## src/rtl/ahbl_pkg.sv

```systemverilog
// Shared AHB-Lite definitions for the two-master arbiter: transfer-type codes
// and the packed address-phase bundle that is buffered and replayed per master.
package ahbl_pkg;

    localparam logic [1:0] HTRANS_IDLE   = 2'b00;
    localparam logic [1:0] HTRANS_BUSY   = 2'b01;
    localparam logic [1:0] HTRANS_NONSEQ = 2'b10;
    localparam logic [1:0] HTRANS_SEQ    = 2'b11;

    localparam int APH_W = 38;

    typedef struct packed {
        logic [31:0] addr;
        logic [1:0]  trans;
        logic [2:0]  size;
        logic        write;
    } aph_t;

    localparam aph_t APH_IDLE = '{addr: 32'h0, trans: HTRANS_IDLE, size: 3'd0, write: 1'b0};

    // NONSEQ and SEQ request the bus; IDLE and BUSY never do.
    function automatic logic is_active(input logic [1:0] trans);
        return trans[1];
    endfunction

endpackage

```

## src/rtl/ahbl_arb_req_buf.sv

```systemverilog
// One-deep holding register for a master's address phase that lost arbitration
// or arrived while the bus was stalled; held until the arbiter issues it.
module ahbl_arb_req_buf
    import ahbl_pkg::*;
(
    input  logic             clk_i,
    input  logic             rst_i,
    input  logic             capture_i,
    input  logic             release_i,
    input  logic [APH_W-1:0] aph_i,
    output logic             pend_o,
    output logic [APH_W-1:0] aph_o
);

    logic             pend_q, pend_d;
    logic [APH_W-1:0] aph_q, aph_d;

    // A new capture in the same cycle as a release replaces the issued entry.
    always_comb begin
        pend_d = pend_q;
        aph_d  = aph_q;
        if (capture_i) begin
            pend_d = 1'b1;
            aph_d  = aph_i;
        end else if (release_i) begin
            pend_d = 1'b0;
        end
    end

    always_ff @(posedge clk_i) begin
        if (rst_i) begin
            pend_q <= 1'b0;
            aph_q  <= '0;
        end else begin
            pend_q <= pend_d;
            aph_q  <= aph_d;
        end
    end

    assign pend_o = pend_q;
    assign aph_o  = aph_q;

endmodule

```

## src/rtl/ahbl_arbiter_2.sv

```systemverilog
// Two-master AHB-Lite arbiter: uncontended requests pass through in the same
// cycle, losers are buffered and replayed while their master is held in wait.
module ahbl_arbiter_2
    import ahbl_pkg::*;
#(
    parameter int PRIORITY_MODE = 0
) (
    input  logic        hclk_i,
    input  logic        hreset_i,

    input  logic [31:0] m0_haddr_i,
    input  logic [1:0]  m0_htrans_i,
    input  logic [2:0]  m0_hsize_i,
    input  logic        m0_hwrite_i,
    input  logic [31:0] m0_hwdata_i,
    output logic        m0_hready_o,
    output logic [31:0] m0_hrdata_o,

    input  logic [31:0] m1_haddr_i,
    input  logic [1:0]  m1_htrans_i,
    input  logic [2:0]  m1_hsize_i,
    input  logic        m1_hwrite_i,
    input  logic [31:0] m1_hwdata_i,
    output logic        m1_hready_o,
    output logic [31:0] m1_hrdata_o,

    output logic [31:0] haddr_o,
    output logic [1:0]  htrans_o,
    output logic [2:0]  hsize_o,
    output logic        hwrite_o,
    output logic [31:0] hwdata_o,
    input  logic        hready_i,
    input  logic [31:0] hrdata_i,
    output logic        hmaster_o
);

    aph_t             live0, live1;
    aph_t             buf0, buf1;
    logic [APH_W-1:0] buf0_raw, buf1_raw;
    logic [1:0]       pend, mready, live_act, req, capture, release_req;
    logic             gnt;
    aph_t             aph_out;

    logic gnt_q, gnt_d;
    logic dph_v_q, dph_v_d;
    logic dph_own_q, dph_own_d;
    logic last_q, last_d;

    assign live0 = '{addr: m0_haddr_i, trans: m0_htrans_i, size: m0_hsize_i, write: m0_hwrite_i};
    assign live1 = '{addr: m1_haddr_i, trans: m1_htrans_i, size: m1_hsize_i, write: m1_hwrite_i};
    assign buf0  = aph_t'(buf0_raw);
    assign buf1  = aph_t'(buf1_raw);

    // A master sees the bus ready during its own data phase, and is stalled
    // while its buffered request waits to be issued.
    always_comb begin
        mready[0]   = (dph_v_q && !dph_own_q) ? hready_i : !pend[0];
        mready[1]   = (dph_v_q &&  dph_own_q) ? hready_i : !pend[1];
        live_act[0] = is_active(live0.trans);
        live_act[1] = is_active(live1.trans);
        req         = pend | (mready & live_act);
    end

    always_comb begin
        gnt = gnt_q;
        if (hready_i) begin
            case (req)
                2'b01:   gnt = 1'b0;
                2'b10:   gnt = 1'b1;
                2'b11:   gnt = (PRIORITY_MODE != 0) ? 1'b0 : !last_q;
                default: gnt = gnt_q;
            endcase
        end
    end

    always_comb begin
        aph_out = APH_IDLE;
        if (gnt ? pend[1] : pend[0]) begin
            aph_out = gnt ? buf1 : buf0;
        end else if (hready_i && (gnt ? (mready[1] && live_act[1]) : (mready[0] && live_act[0]))) begin
            aph_out = gnt ? live1 : live0;
        end
        if (hreset_i) begin
            aph_out = APH_IDLE;
        end
    end

    // Capture every accepted-looking request that is not going out right now.
    always_comb begin
        capture[0]     = mready[0] && live_act[0] && !(!gnt && hready_i && !pend[0]);
        capture[1]     = mready[1] && live_act[1] && !( gnt && hready_i && !pend[1]);
        release_req[0] = !gnt && hready_i;
        release_req[1] =  gnt && hready_i;
    end

    ahbl_arb_req_buf u_buf_m0 (
        .clk_i     (hclk_i),
        .rst_i     (hreset_i),
        .capture_i (capture[0]),
        .release_i (release_req[0]),
        .aph_i     (live0),
        .pend_o    (pend[0]),
        .aph_o     (buf0_raw)
    );

    ahbl_arb_req_buf u_buf_m1 (
        .clk_i     (hclk_i),
        .rst_i     (hreset_i),
        .capture_i (capture[1]),
        .release_i (release_req[1]),
        .aph_i     (live1),
        .pend_o    (pend[1]),
        .aph_o     (buf1_raw)
    );

    always_comb begin
        gnt_d     = gnt_q;
        dph_v_d   = dph_v_q;
        dph_own_d = dph_own_q;
        last_d    = last_q;
        if (hready_i) begin
            gnt_d     = gnt;
            dph_v_d   = is_active(aph_out.trans);
            dph_own_d = gnt;
            if (is_active(aph_out.trans)) begin
                last_d = gnt;
            end
        end
    end

    // last starts at M1 so the first tie after reset goes to M0.
    always_ff @(posedge hclk_i) begin
        if (hreset_i) begin
            gnt_q     <= 1'b0;
            dph_v_q   <= 1'b0;
            dph_own_q <= 1'b0;
            last_q    <= 1'b1;
        end else begin
            gnt_q     <= gnt_d;
            dph_v_q   <= dph_v_d;
            dph_own_q <= dph_own_d;
            last_q    <= last_d;
        end
    end

    assign haddr_o     = aph_out.addr;
    assign htrans_o    = aph_out.trans;
    assign hsize_o     = aph_out.size;
    assign hwrite_o    = aph_out.write;
    assign hmaster_o   = hreset_i ? 1'b0 : gnt;
    assign hwdata_o    = dph_own_q ? m1_hwdata_i : m0_hwdata_i;
    assign m0_hready_o = hreset_i | mready[0];
    assign m1_hready_o = hreset_i | mready[1];
    assign m0_hrdata_o = hrdata_i;
    assign m1_hrdata_o = hrdata_i;

endmodule

```

## config.mk

```make
export PLATFORM = sky130hd
export DESIGN_NAME = ahbl_arbiter_2
export DESIGN_NICKNAME = d
export VERILOG_FILES = /design/src/rtl/ahbl_pkg.sv /design/src/rtl/ahbl_arb_req_buf.sv /design/src/rtl/ahbl_arbiter_2.sv
export SDC_FILE = /design/constraint.sdc
export NUM_CORES = 1
export LEC_CHECK = 0
export BUFFER_PORTS_ARGS = -buffer_cell sky130_fd_sc_hd__buf_2
export CAP_MARGIN = 20
export CORE_MARGIN = 8
export CORE_UTILIZATION = 45
export CTS_BUF_LIST = sky130_fd_sc_hd__clkbuf_16
export CTS_CLUSTER_DIAMETER = 120
export CTS_CLUSTER_SIZE = 10
export DETAILED_ROUTE_END_ITERATION = 7
export PLACE_DENSITY = 0.81
export SYNTH_ARGS = -nofsm -noshare
export SYNTH_HDL_FRONTEND = slang
export SYNTH_HIERARCHICAL = 1
export SYNTH_SLANG_ARGS = --single-unit
export TNS_END_PERCENT = 20
```

## constraint.sdc

```tcl
create_clock -name hclk_i -period 3 [get_ports hclk_i]
set_clock_uncertainty 0.15 [all_clocks]
set_input_delay 0.6 -clock hclk_i [delete_from_list [all_inputs] [get_ports hclk_i]]
set_output_delay 0.6 -clock hclk_i [all_outputs]
set_load 0.005 [all_outputs]
```

* Word-level counts from Yosys, hierarchy flattened
Cells that the tools add are included.
Storage, ports and cells: register bits 81, word-level logic and storage cells 52, input bits 175
Cells by class: reductions and logical operators 21, equality and inequality tests 3, multiplexer cells 17, bitwise logic cells 4
Operators with widths (number):
- two-way mux 38 bit | 5
- two-way mux 32 bit | 1
- logical AND 1 bit | 11
- two-way mux 1 bit | 10
- zero test 1 bit | 7
- == test 2 bit, second input constant | 2
- nonzero test 2 bit | 2
- one-hot mux 1 bit (3 select lines) | 1
- AND 2 bit | 1
- == test 2 x 1 -> 1 bit, second input constant | 1
- bitwise OR 1 bit | 2
- bitwise OR 2 bit | 1
- AND reduction 2 bit | 1

* Depth between registers and ports, before layout
Gate-level depths: netlist of the first run.
word-level depth 14, gate-level depth with buffers 11

* Modules after synthesis
The synthesis of the first run kept the hierarchy.
Modules (own cells, without submodules):
- ahbl_arb_req_buf | times used 2, area an instance 1402.6 µm², seq. area each 780.7 µm², cells an instance 127
- ahbl_arbiter_2 | times used 1, area an instance 2601.2 µm², seq. area each 60.1 µm², cells an instance 313

* Least setup slack after synthesis of the first run
OpenSTA, ideal clock, no wires.
path type input-to-output, start point input m1_htrans_i[1], end point output haddr_o[0], path slack 0.499 ns, buffers on the path 2, stages on the path 7, arrival time 1.751 ns, cells stage by stage or2_1 a32oi_1 buf_6 buf_8 mux2i_1 o22a_1 nor2_1
Between the ends: longest elaborated chain between the ends 10, elaborated cells between the ends (all ways) 16, classes of those cells eq/ne: 3; mux: 9; bitwise: 2; reduce/logical: 2
RTL lines:
- start: declaration | RTL line ahbl_arbiter_2.sv:20 | input logic [1:0] m1_htrans_i,
- AND 2 bit | RTL line ahbl_arbiter_2.sv:61 | req = pend | (mready & live_act);
- bitwise OR 2 bit | RTL line ahbl_arbiter_2.sv:61
- == test 2 bit / == test 2 x 1 -> 1 bit (equally long branches) | RTL line ahbl_arbiter_2.sv:67 | case (req)
- one-hot mux 1 bit (3 select lines) | RTL line ahbl_arbiter_2.sv:67
- two-way mux 1 bit | RTL line ahbl_arbiter_2.sv:66 | if (hready_i) begin
- two-way mux 1 bit | RTL line ahbl_arbiter_2.sv:80 | end else if (hready_i && (gnt ? (mready[1] && live_act[1]) : (mready[0] && live_act[0]))) begin
- logical AND 1 bit | RTL line ahbl_arbiter_2.sv:80
- two-way mux 38 bit | RTL line ahbl_arbiter_2.sv:80
- two-way mux 38 bit * | RTL line ahbl_arbiter_2.sv:78 | if (gnt ? pend[1] : pend[0]) begin
- two-way mux 38 bit * | RTL line ahbl_arbiter_2.sv:83 | if (hreset_i) begin
- end: declaration | RTL line ahbl_arbiter_2.sv:27 | output logic [31:0] haddr_o,
Mark *: on every way between the ends. The rest lies on a longest branch, timed or not.

* Worst setup path in the final report of the first run
start point input m0_htrans_i[1], end point output htrans_o[1]
Between the ends: longest elaborated chain between the ends 10, elaborated cells between the ends (all ways) 16, classes of those cells eq/ne: 3; mux: 9; bitwise: 2; reduce/logical: 2
RTL lines:
- start: declaration | RTL line ahbl_arbiter_2.sv:12 | input logic [1:0] m0_htrans_i,
- AND 2 bit | RTL line ahbl_arbiter_2.sv:61
- bitwise OR 2 bit | RTL line ahbl_arbiter_2.sv:61
- == test 2 bit / == test 2 x 1 -> 1 bit (equally long branches) | RTL line ahbl_arbiter_2.sv:67
- one-hot mux 1 bit (3 select lines) | RTL line ahbl_arbiter_2.sv:67
- two-way mux 1 bit | RTL line ahbl_arbiter_2.sv:66
- two-way mux 1 bit | RTL line ahbl_arbiter_2.sv:80
- logical AND 1 bit | RTL line ahbl_arbiter_2.sv:80
- two-way mux 38 bit | RTL line ahbl_arbiter_2.sv:80
- two-way mux 38 bit * | RTL line ahbl_arbiter_2.sv:78
- two-way mux 38 bit * | RTL line ahbl_arbiter_2.sv:83
- end: declaration | RTL line ahbl_arbiter_2.sv:28 | output logic [1:0] htrans_o,
Marked as above.

==> results by group, run 1 <==
Outcome
  • Status: complete, no violations

Final layout
  • Post-route cell area: 6620 um^2
  • Antenna diodes: 0
  • Filler Cells Inserted: 1057
  • Final #Nets: 895
  • Post-Layout Cell Count: 872
  • Share of cells above drive strength 1: 0.432
  • Area growth syn-to-layout: 22.4%

Power and ir drop
  • Maximum VDD drop: 308 uV
  • Pwr dens: 542 nW/um^2
  • Power, Total: 3590 uW
  • Leakage power: 0.00340 uW

Global route
  • Vias in the first global route: 4634
  • First-pass GRT wire length: 23.9 mm
  • GRT Util Overall: 0.181
  • Initial antenna violation count: 0
  • Grt ovf: 0
  • Largest net degree at the start of global routing: 40

Clocking
  • CTS tree: yes
  • Sink Count: 81
  • H-tree depth: 3
  • Register clock-pin slew on the reported worst setup and hold paths: 0.06 ns
  • CTS Buf Count: 9
  • Hold_buf cts: 0
  • Root Driver: clkbuf_16
  • Clock buffer depth: 2
  • Worst-Skew Late Latency: 0.32 ns

STA
  • Final worst slack: 0.0682 ns
  • Tmin final: 2.93 ns
  • Peak Freq: 0.341 GHz
  • Count of final setup violators: 0
  • Max Slew Vio Count: 0
  • Final period utilization: 0.977
  • Final Hold Vio Count: 0
  • RSZ-0062 raised after global routing: no
  • Max-slew headroom: 0.743
  • Slew @ Worst Pin: 0.382 ns
  • Setup TNS: 0 ns

Floorplan
  • Die width: 126 um
  • Die Ht: 126 um
  • Io pins: 312
  • Initial Utilization: 0.456
  • Site row count: 40
  • Core footprint: 11900 um^2
  • Die area: 15800 um^2

Route
  • Drt via density: 5.11
  • Routed length per instance: 17.5 um
  • Via Count: 4459
  • Drt pass-1 iters: 4
  • Wirelength, routed: 15.3 mm
  • ANT nets after route: 0
  • Drt drc: 0
  • Iteration-0 DRC Markers: 195

Synth
  • Synth Warn #: 6
  • Post-synth EDFFs: 0
  • Most frequent cell after synthesis: mux2i_1
  • Synth top area share: 0.300
  • Async S/R FF share, synth: 0
  • Post-Syn Area: 5410 um^2
  • Top post-synthesis cells by area: dfxtp_1 30%, mux2i_1 28%, buf_4 9.6%, nor2_1 8.2%, mux2_2 6.7%
  • Post-synth top cells: 152 x mux2i_1, 118 x nor2_1, 81 x dfxtp_1
  • Synth Register Bits: 81
  • Post-synth top flop: dfxtp_1
  • Avg Cell Area, Syn: 9.54 um^2
  • Synth cell types: 36
  • Synth area leader: dfxtp_1
  • Synthesized instance count: 567
  • Seq/Total Area, Yosys: 0.300
  • Synth Net Count: 742

Job
  • Max cap viols: 0

Critical path
  • Critical path peak fanout: 14
  • Critical path class: in2out
  • CP Launch Type: input port
  • CP arrival: 2.18 ns
  • Setup crit end kind: primary output
  • Critical path data required time: 2.25 ns

Place
  • Place WS: 0.0321 ns
  • DP Area: 6110 um^2
  • RePlAce Congestion: 0.881
  • Post-DP HPWL: 11.4 mm
  • Placed Cells: 843
  • # port buffers: 215

Hold path
  • HP Class: reg2reg
-- cells by family after synthesis --
family                 share of synthesized area
multiplexers                               0.348
buffers and inverters                      0.165
flip-flops                                 0.300
AO/OA/AOI/OAI                             0.0810
AND/OR/NAND/NOR                            0.106
-- worst max-delay path: stages --
cell and delay [ns]:
buf_2 0.14, o21ai_0 0.30, a32oi_4 0.09, buf_12 0.16
buf_6 0.12, clkbuf_16 0.18, a211o_4 0.35, nand2_1 0.07
nor2_1 0.04, buf_2 0.13
-- state kept, by name, summed over array words and instances, names as in the netlist --
signal           flops
dph_v_q              1
dph_own_q            1
last_q               1
u_buf_m0/pend_o      1
u_buf_m1/aph_o      38
u_buf_m1/pend_o      1
u_buf_m0/aph_o      38
-- layout make-up --
| cell class | instances | area [um^2] | share of cell area |
|---|---|---|---|
| well taps | 147 | 184 | 0.0278 |
| repair buffers | 249 | 1510 | 0.228 |
| clock buffers | 9 | 225 | 0.0340 |
| clock inverters | 7 | 119 | 0.0180 |
| flip-flops and latches | 81 | 1630 | 0.246 |
| inverters | 4 | 15.0 | 0.00227 |
| multi-input cells | 375 | 2940 | 0.444 |
-- path summary, 6_finish.rpt --
path | from | to | slack (ns) | cells past startpoint
min | u_buf_m1/aph_o[9] | u_buf_m1/aph_o[9] | 0.34 | 2
max reg2reg | u_buf_m1/pend_o | u_buf_m1/aph_o[7] | 0.59 | 10
min reg2reg | u_buf_m1/aph_o[9] | u_buf_m1/aph_o[9] | 0.34 | 2
max | m0_htrans_i[1] | htrans_o[1] | 0.07 | 10
-- report_power, final --
| group | switching (uW) | internal [uW] |
|---|---|---|
| Sequential | 54.9 | 1170 |
| Combinational | 527 | 589 |
| Clock | 434 | 814 |
| Total | 1020 | 2570 |
-- metrics by stage --
stage / util / hold slack, ns
floorplan: - / 0.302
global placement: 0.515 / 0.321
detailed placement: 0.515 / 0.329
CTS: 0.544 / 0.345
global route: 0.558 / 0.366
finish: 0.558 / 0.341
-- placed cells by master (no fill, tap or decap), drive strengths merged, types with 3 or more instances in the layout --
cell type	instances
buf	247
mux2i	152
nor2	118
dfxtp	81
o22a	37
mux2	32
clkbuf	11
inv	6
nand2	6
nand2b	4
o21ai	4
a21oi	4
bufinv	3
-- repair_timing --
action                     4_1_cts  5_1_grt
setup endpoints to repair        0       31
resized for setup                0        6
buffers inserted                 0       11
-- routing by layer --
| layer | up-vias | global-route usage | routed length [um] |
|---|---|---|---|
| li1 | 2198 | - | - |
| met1 | 2069 | 0.221 | 6790 |
| met2 | 150 | 0.302 | 7250 |
| met3 | 42 | 0.0527 | 1030 |
| met4 | 0 | 0.0552 | 186 |
| met5 | - | 0 | 0 |
Note: power is estimated with default switching activity, not from simulation.
==> run 2: changes to the inputs <==
- SETUP_SLACK_MARGIN: not set -> 0.2
==> results by group, run 2 (same netlist as run 1, synthesis figures left out) <==
Route
  • Drt drc: 0
  • ANT nets after route: 0
  • Iteration-0 DRC Markers: 183
  • Drt via density: 5.16
  • Via Count: 4481
  • Wirelength, routed: 15.3 mm
  • Drt pass-1 iters: 4
  • Routed length per instance: 17.7 um

Floorplan
  • Initial Utilization: 0.456
  • Die area: 15800 um^2
  • Core footprint: 11900 um^2
  • Site row count: 40
  • Die Ht: 126 um
  • Io pins: 312
  • Die width: 126 um

Global route
  • Largest net degree at the start of global routing: 40
  • Vias in the first global route: 4762
  • Initial antenna violation count: 0
  • First-pass GRT wire length: 24.6 mm
  • GRT Util Overall: 0.188
  • Grt ovf: 0

Outcome
  • Status: complete, no violations

STA
  • Max Slew Vio Count: 0
  • Final period utilization: 0.983
  • Slew @ Worst Pin: 0.381 ns
  • Final worst slack: 0.0519 ns
  • Final Hold Vio Count: 0
  • RSZ-0062 raised after global routing: yes
  • Tmin final: 2.95 ns
  • Setup TNS: 0 ns
  • Count of final setup violators: 0
  • Max-slew headroom: 0.746
  • Peak Freq: 0.339 GHz

Hold path
  • HP Class: reg2reg

Final layout
  • Final Util: 0.562
  • Filler Cells Inserted: 1048
  • Area growth syn-to-layout: 23.3%
  • Leading cell types in the layout, fill and taps excluded: 213 x buf_2, 149 x mux2i_1, 118 x nor2_1, 77 x dfxtp_1, 37 x o22a_1
  • Antenna diodes: 0
  • Most common cell after layout, fill and taps aside: buf_2
  • Post-route cell area: 6660 um^2
  • Share of cells above drive strength 1: 0.434
  • Final #Nets: 892

Clocking
  • Register clock-pin slew on the reported worst setup and hold paths: 0.06 ns
  • Root Driver: clkbuf_16
  • Worst-Skew Late Latency: 0.32 ns
  • Clock buffer depth: 2
  • H-tree depth: 3
  • CTS tree: yes
  • CTS Buf Count: 9
  • Sink Count: 81

Power and ir drop
  • Maximum VDD drop: 299 uV
  • Leakage power: 0.00340 uW
  • Pwr dens: 542 nW/um^2

Job
  • Max cap viols: 0

Place
  • Place WS: 0.0321 ns
  • # port buffers: 215
  • DP Area: 6110 um^2
  • Post-DP HPWL: 11.4 mm
  • RePlAce Congestion: 0.881

Critical path
  • Setup crit end kind: primary output
  • CP arrival: 2.20 ns
  • Critical path data required time: 2.25 ns
  • Critical path peak fanout: 8
  • Critical path class: in2out
  • CP Launch Type: input port
## run 2: power by group
| group | internal (uW) | switching [uW] | total, uW |
|---|---|---|---|
| Clock | 814 | 438 | 1250 |
| Sequential | 1170 | 56.4 | 1230 |
| Combinational | 606 | 529 | 1140 |
| Total | 2590 | 1020 | 3610 |
## run 2: layout make-up
class | count | area (um^2) | area share
Sequential cell | 81 | 1630 | 0.244
Clock inverter | 7 | 119 | 0.0178
Inverter | 4 | 15.0 | 0.00225
Tap cell | 147 | 184 | 0.0276
Multi-Input combinational cell | 375 | 2950 | 0.443
Clock buffer | 9 | 225 | 0.0338
Timing Repair Buffer | 246 | 1540 | 0.232
## run 2: per-layer routing
metal | up-vias | routed length [um] | global-route usage
met5 | - | 0 | 0
met4 | 0 | 265 | 0.0638
met3 | 50 | 1100 | 0.0515
met2 | 155 | 7250 | 0.312
met1 | 2079 | 6730 | 0.230
li1 | 2197 | - | -
## run 2: repair_timing
item,in CTS,in global routing
pin swaps,11,10
gates resized for setup,12,7
setup buffers,7,0
hold buffers,0,0
gates cloned,4,0
hold endpoints to repair,0,0
endpoints found under the setup margin,38,38
## run 2: worst paths after layout
path	start	to	slack (ns)	depth (start not counted)
worst min-delay path	u_buf_m1/aph_o[9]	u_buf_m1/aph_o[9]	0.34	2
worst max-delay path	m1_htrans_i[1]	haddr_o[29]	0.05	11
worst max register to register	u_buf_m1/pend_o	u_buf_m1/aph_o[7]	0.55	9
worst min register to register	u_buf_m1/aph_o[9]	u_buf_m1/aph_o[9]	0.34	2
## run 2: worst max-delay path, cell delays in order
cell and delay [ns]:
buf_8 0.10, or2_4 0.25, a32oi_4 0.22, buf_12 0.16
buf_12 0.14, buf_8 0.11, buf_16 0.11, mux2i_1 0.18
o22a_1 0.14, nor2_1 0.04, buf_2 0.13
## run 2: through the flow
stage,power (uW),cells,hold WS (ns)
CTS,3660,870,0.345
floorplan,2050,567,0.302
finish,3610,869,0.342
global route,3790,869,0.366
detailed placement,2290,843,0.329
global placement,2270,843,0.321
